### config.mk
export PLATFORM = sky130hd
export DESIGN_NAME = pipe_datapath_memory
export DESIGN_NICKNAME = d
export VERILOG_FILES = /design/src/rtl/pipe_datapath_memory.sv
export SDC_FILE = /design/constraint.sdc
export NUM_CORES = 1
export LEC_CHECK = 0
export BUFFER_PORTS_ARGS = -buffer_cell sky130_fd_sc_hd__buf_2
export CORE_ASPECT_RATIO = 1.5
export CORE_MARGIN = 5
export CORE_UTILIZATION = 54
export CTS_BUF_LIST = sky130_fd_sc_hd__clkbuf_2
export CTS_CLUSTER_SIZE = 28
export DETAILED_ROUTE_END_ITERATION = 10
export GPL_ROUTABILITY_DRIVEN = 0
export GPL_TIMING_DRIVEN = 0
export PLACE_DENSITY = 0.88
export SYNTH_ARGS = -nofsm -noshare
export SYNTH_HDL_FRONTEND = slang
export SYNTH_SLANG_ARGS = --single-unit
export TNS_END_PERCENT = 50
### constraint.sdc
create_clock -name i_clk -period 4 [get_ports i_clk]
set_input_delay 0.4 -clock i_clk [delete_from_list [all_inputs] [get_ports i_clk]]
set_output_delay 0.4 -clock i_clk [all_outputs]
set_load 0.01 [all_outputs]
### src/rtl/pipe_datapath_memory.sv
// Memory stage of the RV32I pipeline: issues load/store transactions on a
// req/ack data bus, lane-replicates store data, aligns and extends load data,
// stalls the pipeline while a transaction is outstanding and aborts hung
// transactions after TIMEOUT cycles.
`ifndef XLEN
`define XLEN 32
`endif

module pipe_datapath_memory #(
    parameter int unsigned TIMEOUT = 16
) (
    input  logic               i_clk,
    input  logic               i_rst,
    input  logic [`XLEN-1:0]   i_dp_ALUM,
    input  logic [`XLEN-1:0]   i_dp_WriteDataM,
    input  logic [2:0]         i_dp_funct3M,
    input  logic               i_dp_MemWriteM,
    input  logic               i_dp_MemReadM,
    input  logic               i_dp_FlushM,
    output logic               o_dmem_req,
    output logic               o_dmem_we,
    output logic [`XLEN-1:0]   o_dmem_addr,
    output logic [`XLEN-1:0]   o_dmem_wdata,
    output logic [3:0]         o_dmem_be,
    input  logic               i_dmem_ack,
    input  logic [`XLEN-1:0]   i_dmem_rdata,
    output logic [`XLEN-1:0]   o_dp_ReadDataM,
    output logic               o_dp_StallM,
    output logic               o_dp_MisalignM,
    output logic               o_dp_BusErrM
);

    localparam int unsigned CW = (TIMEOUT > 1) ? $clog2(TIMEOUT) : 1;

    typedef enum logic [1:0] {
        IDLE = 2'd0,
        BUSY = 2'd1,
        DONE = 2'd2
    } state_t;

    state_t            state_q, state_d;
    logic              req_q, req_d;
    logic              we_q, we_d;
    logic [31:0]       addr_q, addr_d;
    logic [31:0]       wdata_q, wdata_d;
    logic [3:0]        be_q, be_d;
    logic [2:0]        f3_q, f3_d;
    logic [1:0]        off_q, off_d;
    logic [31:0]       rdata_q, rdata_d;
    logic              buserr_q, buserr_d;
    logic [CW-1:0]     cnt_q, cnt_d;

    logic              access;
    logic              size_b;
    logic              size_h;
    logic              misaligned;
    logic [3:0]        be_new;
    logic [31:0]       wdata_new;
    logic              stall;

    // Pick a byte/halfword out of the returned word and extend it; unlisted
    // funct3 encodings fall through to a full-word load.
    function automatic logic [31:0] load_extract(input logic [31:0] w,
                                                 input logic [2:0]  f3,
                                                 input logic [1:0]  off);
        logic [7:0]  b;
        logic [15:0] h;
        b = w[{off, 3'b000} +: 8];
        h = off[1] ? w[31:16] : w[15:0];
        case (f3)
            3'b000:  return {{24{b[7]}}, b};
            3'b100:  return {24'b0, b};
            3'b001:  return {{16{h[15]}}, h};
            3'b101:  return {16'b0, h};
            default: return w;
        endcase
    endfunction

    // Decode access width, alignment, byte enables and replicated store data.
    always_comb begin
        access     = (i_dp_MemReadM | i_dp_MemWriteM) & ~i_dp_FlushM;
        size_b     = (i_dp_funct3M == 3'b000) || (i_dp_funct3M == 3'b100);
        size_h     = (i_dp_funct3M == 3'b001) || (i_dp_funct3M == 3'b101);
        misaligned = size_b ? 1'b0 : (size_h ? i_dp_ALUM[0] : (i_dp_ALUM[1:0] != 2'b00));
        be_new     = 4'b1111;
        wdata_new  = i_dp_WriteDataM;
        if (i_dp_MemWriteM) begin
            if (size_b) begin
                be_new    = 4'b0001 << i_dp_ALUM[1:0];
                wdata_new = {4{i_dp_WriteDataM[7:0]}};
            end else if (size_h) begin
                be_new    = 4'b0011 << {i_dp_ALUM[1], 1'b0};
                wdata_new = {2{i_dp_WriteDataM[15:0]}};
            end
        end
    end

    // Next-state and bus/result register updates for the IDLE/BUSY/DONE FSM.
    always_comb begin
        state_d  = state_q;
        req_d    = req_q;
        we_d     = we_q;
        addr_d   = addr_q;
        wdata_d  = wdata_q;
        be_d     = be_q;
        f3_d     = f3_q;
        off_d    = off_q;
        rdata_d  = rdata_q;
        buserr_d = 1'b0;
        cnt_d    = cnt_q;
        stall    = 1'b0;
        case (state_q)
            IDLE: begin
                if (access && !misaligned) begin
                    stall   = 1'b1;
                    we_d    = i_dp_MemWriteM;
                    addr_d  = {i_dp_ALUM[31:2], 2'b00};
                    be_d    = be_new;
                    wdata_d = wdata_new;
                    f3_d    = i_dp_funct3M;
                    off_d   = i_dp_ALUM[1:0];
                    req_d   = 1'b1;
                    cnt_d   = '0;
                    state_d = BUSY;
                end
            end
            BUSY: begin
                stall = 1'b1;
                cnt_d = cnt_q + 1'b1;
                if (i_dmem_ack) begin
                    req_d = 1'b0;
                    if (!we_q) begin
                        rdata_d = load_extract(i_dmem_rdata, f3_q, off_q);
                    end
                    state_d = DONE;
                end else if (cnt_q == CW'(TIMEOUT - 1)) begin
                    req_d    = 1'b0;
                    rdata_d  = '0;
                    buserr_d = 1'b1;
                    state_d  = DONE;
                end
            end
            DONE: begin
                state_d = IDLE;
            end
            default: begin
                state_d = IDLE;
            end
        endcase
    end

    // State and bus registers with synchronous reset.
    always_ff @(posedge i_clk) begin
        if (i_rst) begin
            state_q  <= IDLE;
            req_q    <= 1'b0;
            we_q     <= 1'b0;
            addr_q   <= '0;
            wdata_q  <= '0;
            be_q     <= '0;
            f3_q     <= '0;
            off_q    <= '0;
            rdata_q  <= '0;
            buserr_q <= 1'b0;
            cnt_q    <= '0;
        end else begin
            state_q  <= state_d;
            req_q    <= req_d;
            we_q     <= we_d;
            addr_q   <= addr_d;
            wdata_q  <= wdata_d;
            be_q     <= be_d;
            f3_q     <= f3_d;
            off_q    <= off_d;
            rdata_q  <= rdata_d;
            buserr_q <= buserr_d;
            cnt_q    <= cnt_d;
        end
    end

    assign o_dmem_req     = req_q;
    assign o_dmem_we      = we_q;
    assign o_dmem_addr    = addr_q;
    assign o_dmem_wdata   = wdata_q;
    assign o_dmem_be      = be_q;
    assign o_dp_ReadDataM = rdata_q;
    assign o_dp_StallM    = stall;
    assign o_dp_MisalignM = (state_q == IDLE) && access && misaligned;
    assign o_dp_BusErrM   = buserr_q;

endmodule
==> results.json, run 1 <==
{
  "drv_cap": 0,
  "worstPathRequired_ps": 3600,
  "root_buffer": "clkbuf_2",
  "grt_pass1_vias": 5878,
  "dp.cells": 937,
  "die-area_sq_mm": 0.0117,
  "wl_per_cell_um": 18.4,
  "dpl.hpwl_mm": 13.3,
  "synthSimpleGateAreaFrac_pct": 16.3,
  "port_buffers": 207,
  "period_share_pct": 66.3,
  "drive_gt1_share_pct": 29.8,
  "arrival_ps": 2250,
  "min_period_ps": 2650,
  "cts_tree": "built",
  "slowest_stage": "dlygate4sd3_1",
  "synthFlopType": "dfxtp_1",
  "start_util_pct": 55.8,
  "area_growth_pct": 30.6,
  "n_fill_cell": 719,
  "finalSetupViolCount": 0,
  "postCtsHoldBufs": 28,
  "stdcell_count": 984,
  "coreArea_sq_mm": 0.00931,
  "clk_pin_slew_ps": 280,
  "synthTopCellsByArea": "dfxtp_1 43%, a21oi_1 8.4%, o21ai_0 6.6%",
  "crit_path_max_fanout": 10,
  "busiest_layer": "met2",
  "fin_util_pct": 72.9,
  "p_leak_nw": 2.93,
  "setup_slack_ps": 1350,
  "drt-initial-drc-count": 501,
  "synth-seq-cells": 112,
  "num_vias": 6035,
  "clk_latency_ps": 600,
  "cts_setup_buffers": 0,
  "worstMarginPinSlew_ps": 544,
  "yosys.cell_types.count": 53,
  "io_pins": 210,
  "synthCells": 617,
  "pre_cts_ws_ps": 1930,
  "final_cell_mix": "224 x buf_2, 112 x dfxtp_1, 87 x a21oi_1",
  "rsz0062_at_grt": "no",
  "track_usage_pct": 29.5,
  "synth_top_area_share_pct": 43.2,
  "synthesis.area_sq_mm": 0.00519,
  "fin_setup_tns_ps": 0,
  "synth-edff-count": 0,
  "die_h_um": 130,
  "power_density_mw_per_mm2": 319,
  "maxSlewHeadroom_pct": 63.8,
  "cpPeakStageDelay_ps": 530,
  "yosysTopAreaCell": "dfxtp_1",
  "finalClockSkew_ps": 44.0,
  "ys_async_sr_fraction_pct": 0,
  "drtAntennaViolNets": 0,
  "post_cts_resized": 0,
  "h-tree-depth": 3,
  "grt.met2_usage_pct": 52.8,
  "drv_slew": 0,
  "fmax_mhz": 377,
  "met3_usage_pct": 7.44,
  "synthMuxAreaShare_pct": 4.48,
  "cts.sinks": 112,
  "yosys_warnings": 0,
  "synth_top_family_by_area": "compound AO/OA/AOI/OAI gates",
  "grt_pass1_wl_mm": 28.6,
  "start_kind": "input pin",
  "yosysSeqAreaShare_pct": 43.2,
  "synth_adder_area_share_pct": 0.434,
  "syn_area_per_cell_sq_um": 8.42,
  "nets": 974,
  "dr.pass1.iters": 9,
  "status": "complete, no violations",
  "rows": 43,
  "overflow": 0,
  "cts_max_path_buffers": 2,
  "layout_commonest_cell": "buf_2",
  "synth_compound_gate_area_share_pct": 29.0,
  "final-hold-violation-count": 0,
  "synth_xor_area_share_pct": 0,
  "cp-end-kind": "output port",
  "grt_max_degree": 19,
  "path_class": "input pin to output port",
  "worstPathCellList": "dlygate4sd3_1, buf_2, nor2_1, or4_1, buf_2, buf_6, buf_6, nor2_1, buf_2",
  "diodes": 0,
  "die_x_um": 90.1,
  "hold_class": "input pin to register",
  "ir_drop_v": 0.000259,
  "cts_made_buffers": 9,
  "wirelength_mm": 18.1,
  "antenna_found_initial": 0,
  "drc": 0,
  "cpMostUsedCell": "buf_2",
  "via_per_inst": 6.13,
  "use_met1_pct": 31.3
}
==> area by class of cell <==
class / instances / area [sq um] / area share (%)
repair buffers: 239 / 1360 / 20.0
clock inverters: 6 / 46.3 / 0.682
well taps: 112 / 140 / 2.07
plain buffers: 66 / 307 / 4.52
flip-flops and latches: 112 / 2240 / 33.0
inverters: 9 / 33.8 / 0.498
multi-input cells: 431 / 2620 / 38.5
clock buffers: 9 / 45.0 / 0.664
==> state kept, by name (all words and copies together), names as in the netlist <==
signal	cells
off_q	2
cnt_q	4
state_q	2
o_dmem_wdata	32
o_dmem_be	4
o_dmem_addr	30
f3_q	3
o_dp_BusErrM	1
o_dp_ReadDataM	32
o_dmem_req	1
o_dmem_we	1
==> power breakdown <==
| part | switching [mW] | internal, mW |
|---|---|---|
| Sequential | 0.0302 | 1.18 |
| Clock | 0.379 | 0.0830 |
| Combinational | 0.296 | 0.203 |
==> final timing paths <==
path                                          start                 to  slack [ps]  cells after the start
worst min-delay path            i_dp_WriteDataM[20]   o_dmem_wdata[20]          50                      3
worst min register to register    o_dp_ReadDataM[0]  o_dp_ReadDataM[0]         480                      2
worst max-delay path                 i_dp_MemWriteM     o_dp_MisalignM        1350                      9
worst max register to register           state_q[1]     o_dmem_addr[9]        2110                      5
==> metrics by stage <==
step | total power, mW | area [sq um] | hold slack [ps]
after floorplan | 1.49 | 5200 | 468
after global placement | 1.67 | 6370 | 440
after detailed placement | 1.68 | 6370 | 442
after CTS | 2.15 | 6750 | 5.63
after global routing | 2.26 | 6790 | 18.6
final | 2.17 | 6790 | 49.5
==> cells in the mapped netlist, drive strengths merged (3+ instances only) <==
cell / number
mux4: 4
buf: 31
nor2b: 4
nand3: 44
mux2i: 12
a32o: 4
dfxtp: 112
nand2: 48
nor3: 10
a221oi: 3
o211ai: 3
nand2b: 30
o21ai: 81
inv: 9
o22ai: 4
a221o: 7
o2111ai: 8
a311oi: 18
a21oi: 88
a22o: 16
or3: 4
nor2: 13
clkbuf: 35
nor4: 3
a21o: 3
==> cell families (layout without fill, tap and decap cells) <==
| logic type | after synthesis | count (layout) |
|---|---|---|
| adders and majority gates | 2 | 2 |
| buffers and inverters | 75 | 329 |
| AOI/OAI and AO/OA | 243 | 243 |
| and+or+nand+nor | 166 | 166 |
| DFF | 112 | 112 |
| muxes | 18 | 18 |
| other | 1 | 2 |
==> routing by layer <==
| metal | share of wire (%) | wire length, um | vias up |
|---|---|---|---|
| met5 | 0 | 0 | - |
| met4 | 5.1 | 919 | 0 |
| met3 | 10 | 1820 | 94 |
| met2 | 51 | 9240 | 442 |
| met1 | 34 | 6140 | 2746 |
| li1 | - | - | 2753 |
==> critical path, delay by kind of cell <==
family	cells	cell delay (ps)
buffers and inverters	6	1300
and+or+nand+nor	3	540
No activity file was read; power rests on OpenSTA's default activity.
==> run 2, diff against run 1 <==
--- a/config.mk
+++ b/config.mk
@@ -5,16 +5,17 @@
 export SDC_FILE = /design/constraint.sdc
 export NUM_CORES = 1
 export LEC_CHECK = 0
+export ABC_AREA = 1
 export BUFFER_PORTS_ARGS = -buffer_cell sky130_fd_sc_hd__buf_2
 export CORE_ASPECT_RATIO = 1.5
 export CORE_MARGIN = 5
-export CORE_UTILIZATION = 54
+export CORE_UTILIZATION = 45
 export CTS_BUF_LIST = sky130_fd_sc_hd__clkbuf_2
 export CTS_CLUSTER_SIZE = 28
 export DETAILED_ROUTE_END_ITERATION = 10
 export GPL_ROUTABILITY_DRIVEN = 0
 export GPL_TIMING_DRIVEN = 0
-export PLACE_DENSITY = 0.88
+export PLACE_DENSITY = 0.78
 export SYNTH_ARGS = -nofsm -noshare
 export SYNTH_HDL_FRONTEND = slang
 export SYNTH_SLANG_ARGS = --single-unit
==> constraint.sdc (replaced) <==
create_clock -name i_clk -period 2.2 [get_ports i_clk]
set_input_delay 0.22 -clock i_clk [delete_from_list [all_inputs] [get_ports i_clk]]
set_output_delay 0.22 -clock i_clk [all_outputs]
set_load 0.01 [all_outputs]
==> results.json, run 2 <==
{
  "drv_cap": 0,
  "antenna_found_initial": 1,
  "worstMarginPinSlew_ps": 620,
  "overflow": 0,
  "rsz0062_at_grt": "no",
  "fin_util_pct": 63.9,
  "maxSlewHeadroom_pct": 58.7,
  "drt-initial-drc-count": 324,
  "fmax_mhz": 508,
  "switching_share_pct": 33.5,
  "die_h_um": 142,
  "ir_drop_v": 0.000412,
  "io_pins": 210,
  "crit-reg2reg-capture": "o_dp_ReadDataM[5]",
  "combPwrFrac_pct": 26.1,
  "syn_area_per_cell_sq_um": 6.66,
  "ys_async_sr_fraction_pct": 0,
  "period_share_pct": 89.6,
  "yosysSeqAreaShare_pct": 43.0,
  "drv_slew": 0,
  "final_cell_mix": "218 x buf_2, 179 x nand2_1, 160 x nor2_1",
  "start_kind": "register",
  "p_leak_nw": 3.57,
  "final-hold-violation-count": 0,
  "yosysMostFrequentCell": "nand2_1",
  "grt_pass1_vias": 6151,
  "status": "complete, no violations",
  "path_buf_inv": 2,
  "synthTopCellsByCount": "179 x nand2_1, 161 x nor2_1, 123 x o21ai_0",
  "drc": 0,
  "min-delay-start": "i_dmem_rdata[27]",
  "synth-seq-cells": 112,
  "grt_max_degree": 19,
  "cp-end-kind": "output port",
  "clk_pin_slew_ps": 300,
  "die-area_sq_mm": 0.0139,
  "coreArea_sq_mm": 0.0114,
  "area_growth_pct": 39.9,
  "clk_latency_ps": 600,
  "r2r_slack_ps": 340,
  "power_frac_seq_pct": 53.4,
  "die_x_um": 97.9,
  "nets": 1182,
  "cts_tree": "built",
  "timing.rr.start": "off_q[1]",
  "worstPathRequired_ps": 1980,
  "h-tree-depth": 3,
  "rows": 48,
  "via_per_inst": 5.13,
  "layout_commonest_cell": "buf_2",
  "drive_gt1_share_pct": 24.6,
  "path_delay_family": "simple AND/OR/NAND/NOR gates",
  "holdPathStages": 5,
  "dr.pass1.iters": 5,
  "hold_class": "input pin to register",
  "min_to": "o_dp_ReadDataM[27]",
  "slowest_stage": "dfxtp_1",
  "drtAntennaViolNets": 0,
  "arrival_ps": 1750,
  "num_vias": 6310,
  "synthCells": 782,
  "port_buffers": 205,
  "cts.sinks": 112,
  "start_util_pct": 45.7,
  "path_class": "register to output port",
  "root_buffer": "clkbuf_2",
  "track_usage_pct": 26.5,
  "crit_path_max_fanout": 3,
  "cpPeakStageDelay_ps": 370,
  "finalClockSkew_ps": 32.0,
  "grt_pass1_wl_mm": 29.9,
  "power_density_mw_per_mm2": 568,
  "synth-edff-count": 0,
  "rr_worst_depth": 8,
  "synthFlopType": "dfxtp_1",
  "power.switching_mw": 1.39,
  "synthesis.area_sq_mm": 0.00521,
  "cts_max_path_buffers": 2,
  "p_int_mw": 2.75,
  "wirelength_mm": 18.8,
  "cts_made_buffers": 9,
  "yosys_warnings": 0,
  "pwr-share-clk_pct": 20.5,
  "finalSetupViolCount": 0,
  "yosysTopAreaCell": "dfxtp_1",
  "synth_top_area_share_pct": 43.0,
  "worstPathCellList": "inv_1, nand2_1, nor3_2, nand2_4, nand2_1, buf_2",
  "dpl.hpwl_mm": 13.3,
  "fin_setup_tns_ps": 0,
  "synthTopCellsByArea": "dfxtp_1 43%, nand2_1 13%, o21ai_0 12%",
  "min_period_ps": 1970,
  "yosys.cell_types.count": 23,
  "cpMostUsedCell": "nand2_1",
  "wl_per_cell_um": 15.2
}
-- run 2: repair_timing --
item                                   in CTS  in global routing
endpoints found under the hold margin      77                  1
setup endpoints to repair                   0                  1
setup buffers                               0                  2
hold buffers                               75                  1
gates resized for setup                     0                  1
-- run 2: how the worst max path moves through the flow --
| stage | cells past startpoint | endpoint | from | slack [ps] |
|---|---|---|---|---|
| 6_report | 6 | o_dp_StallM | state_q[0] | 230 |
| 2_1_floorplan | 8 | o_dp_ReadDataM[7] | cnt_q[0] | 830 |
| 3_5_place_dp | 9 | o_dmem_wdata[28] | i_dp_funct3M[1] | 560 |
| 5_1_grt | 5 | o_dp_StallM | state_q[0] | 100 |
| 4_1_cts | 7 | o_dp_StallM | state_q[0] | 4 |
| 3_3_place_gp | 9 | o_dmem_wdata[28] | i_dp_funct3M[1] | 570 |
-- run 2: cell type report --
type | instances | area (sq um)
Clock inverter | 5 | 40.0
Sequential cell | 112 | 2240
Antenna cell | 2 | 5.00
Inverter | 36 | 135
Timing Repair Buffer | 283 | 1800
Multi-Input combinational cell | 584 | 2550
Fill cell | 1047 | 4120
Tap cell | 150 | 188
Clock buffer | 9 | 45.0
Buffer | 50 | 279
-- run 2: power groups by stage --
stage / logic [mW] / registers (mW) / clock network (mW)
finish: 1.08 / 2.21 / 0.850
global route: 1.19 / 2.23 / 0.943
CTS: 1.05 / 2.21 / 0.871
detailed placement: 0.939 / 2.24 / 0
global placement: 0.931 / 2.24 / 0
floorplan: 0.511 / 2.30 / 0
-- run 2: metal layers --
layer / GRT usage, % / share of wire [%]
met2: 47.1 / 50
met5: 0 / 0
met3: 7.82 / 9.2
met4: 14.9 / 5.2
met1: 27.7 / 36
-- run 2: cell families after synthesis --
group / Yosys count / synth area share (%)
compound gates: 204 / 19.7
buf+inv: 87 / 8.05
other cells: 1 / 0.0720
fa+ha+maj: 1 / 0.240
flops: 112 / 43.0
simple gates: 377 / 28.9
-- run 2: worst reg2reg max path: stages (launching register included) --
cell,delay (ps)
dfxtp_1,370
buf_4,160
nand2_1,170
nand2_1,200
o21ai_0,100
nor2_1,120
dlygate4sd3_1,560
nand2_1,60
a21oi_1,110
-- run 2: metrics by stage --
step	worst slack (ps)	hold slack (ps)	instances	power (mW)	area, sq um
final	230	42.9	1231	4.14	7290
after global routing	96.2	6.32	1230	4.36	7290
after CTS	3.63	0.813	1227	4.13	7260
after detailed placement	564	453	1138	3.18	6430
after global placement	568	451	1138	3.17	6430
after floorplan	833	364	783	2.81	5210
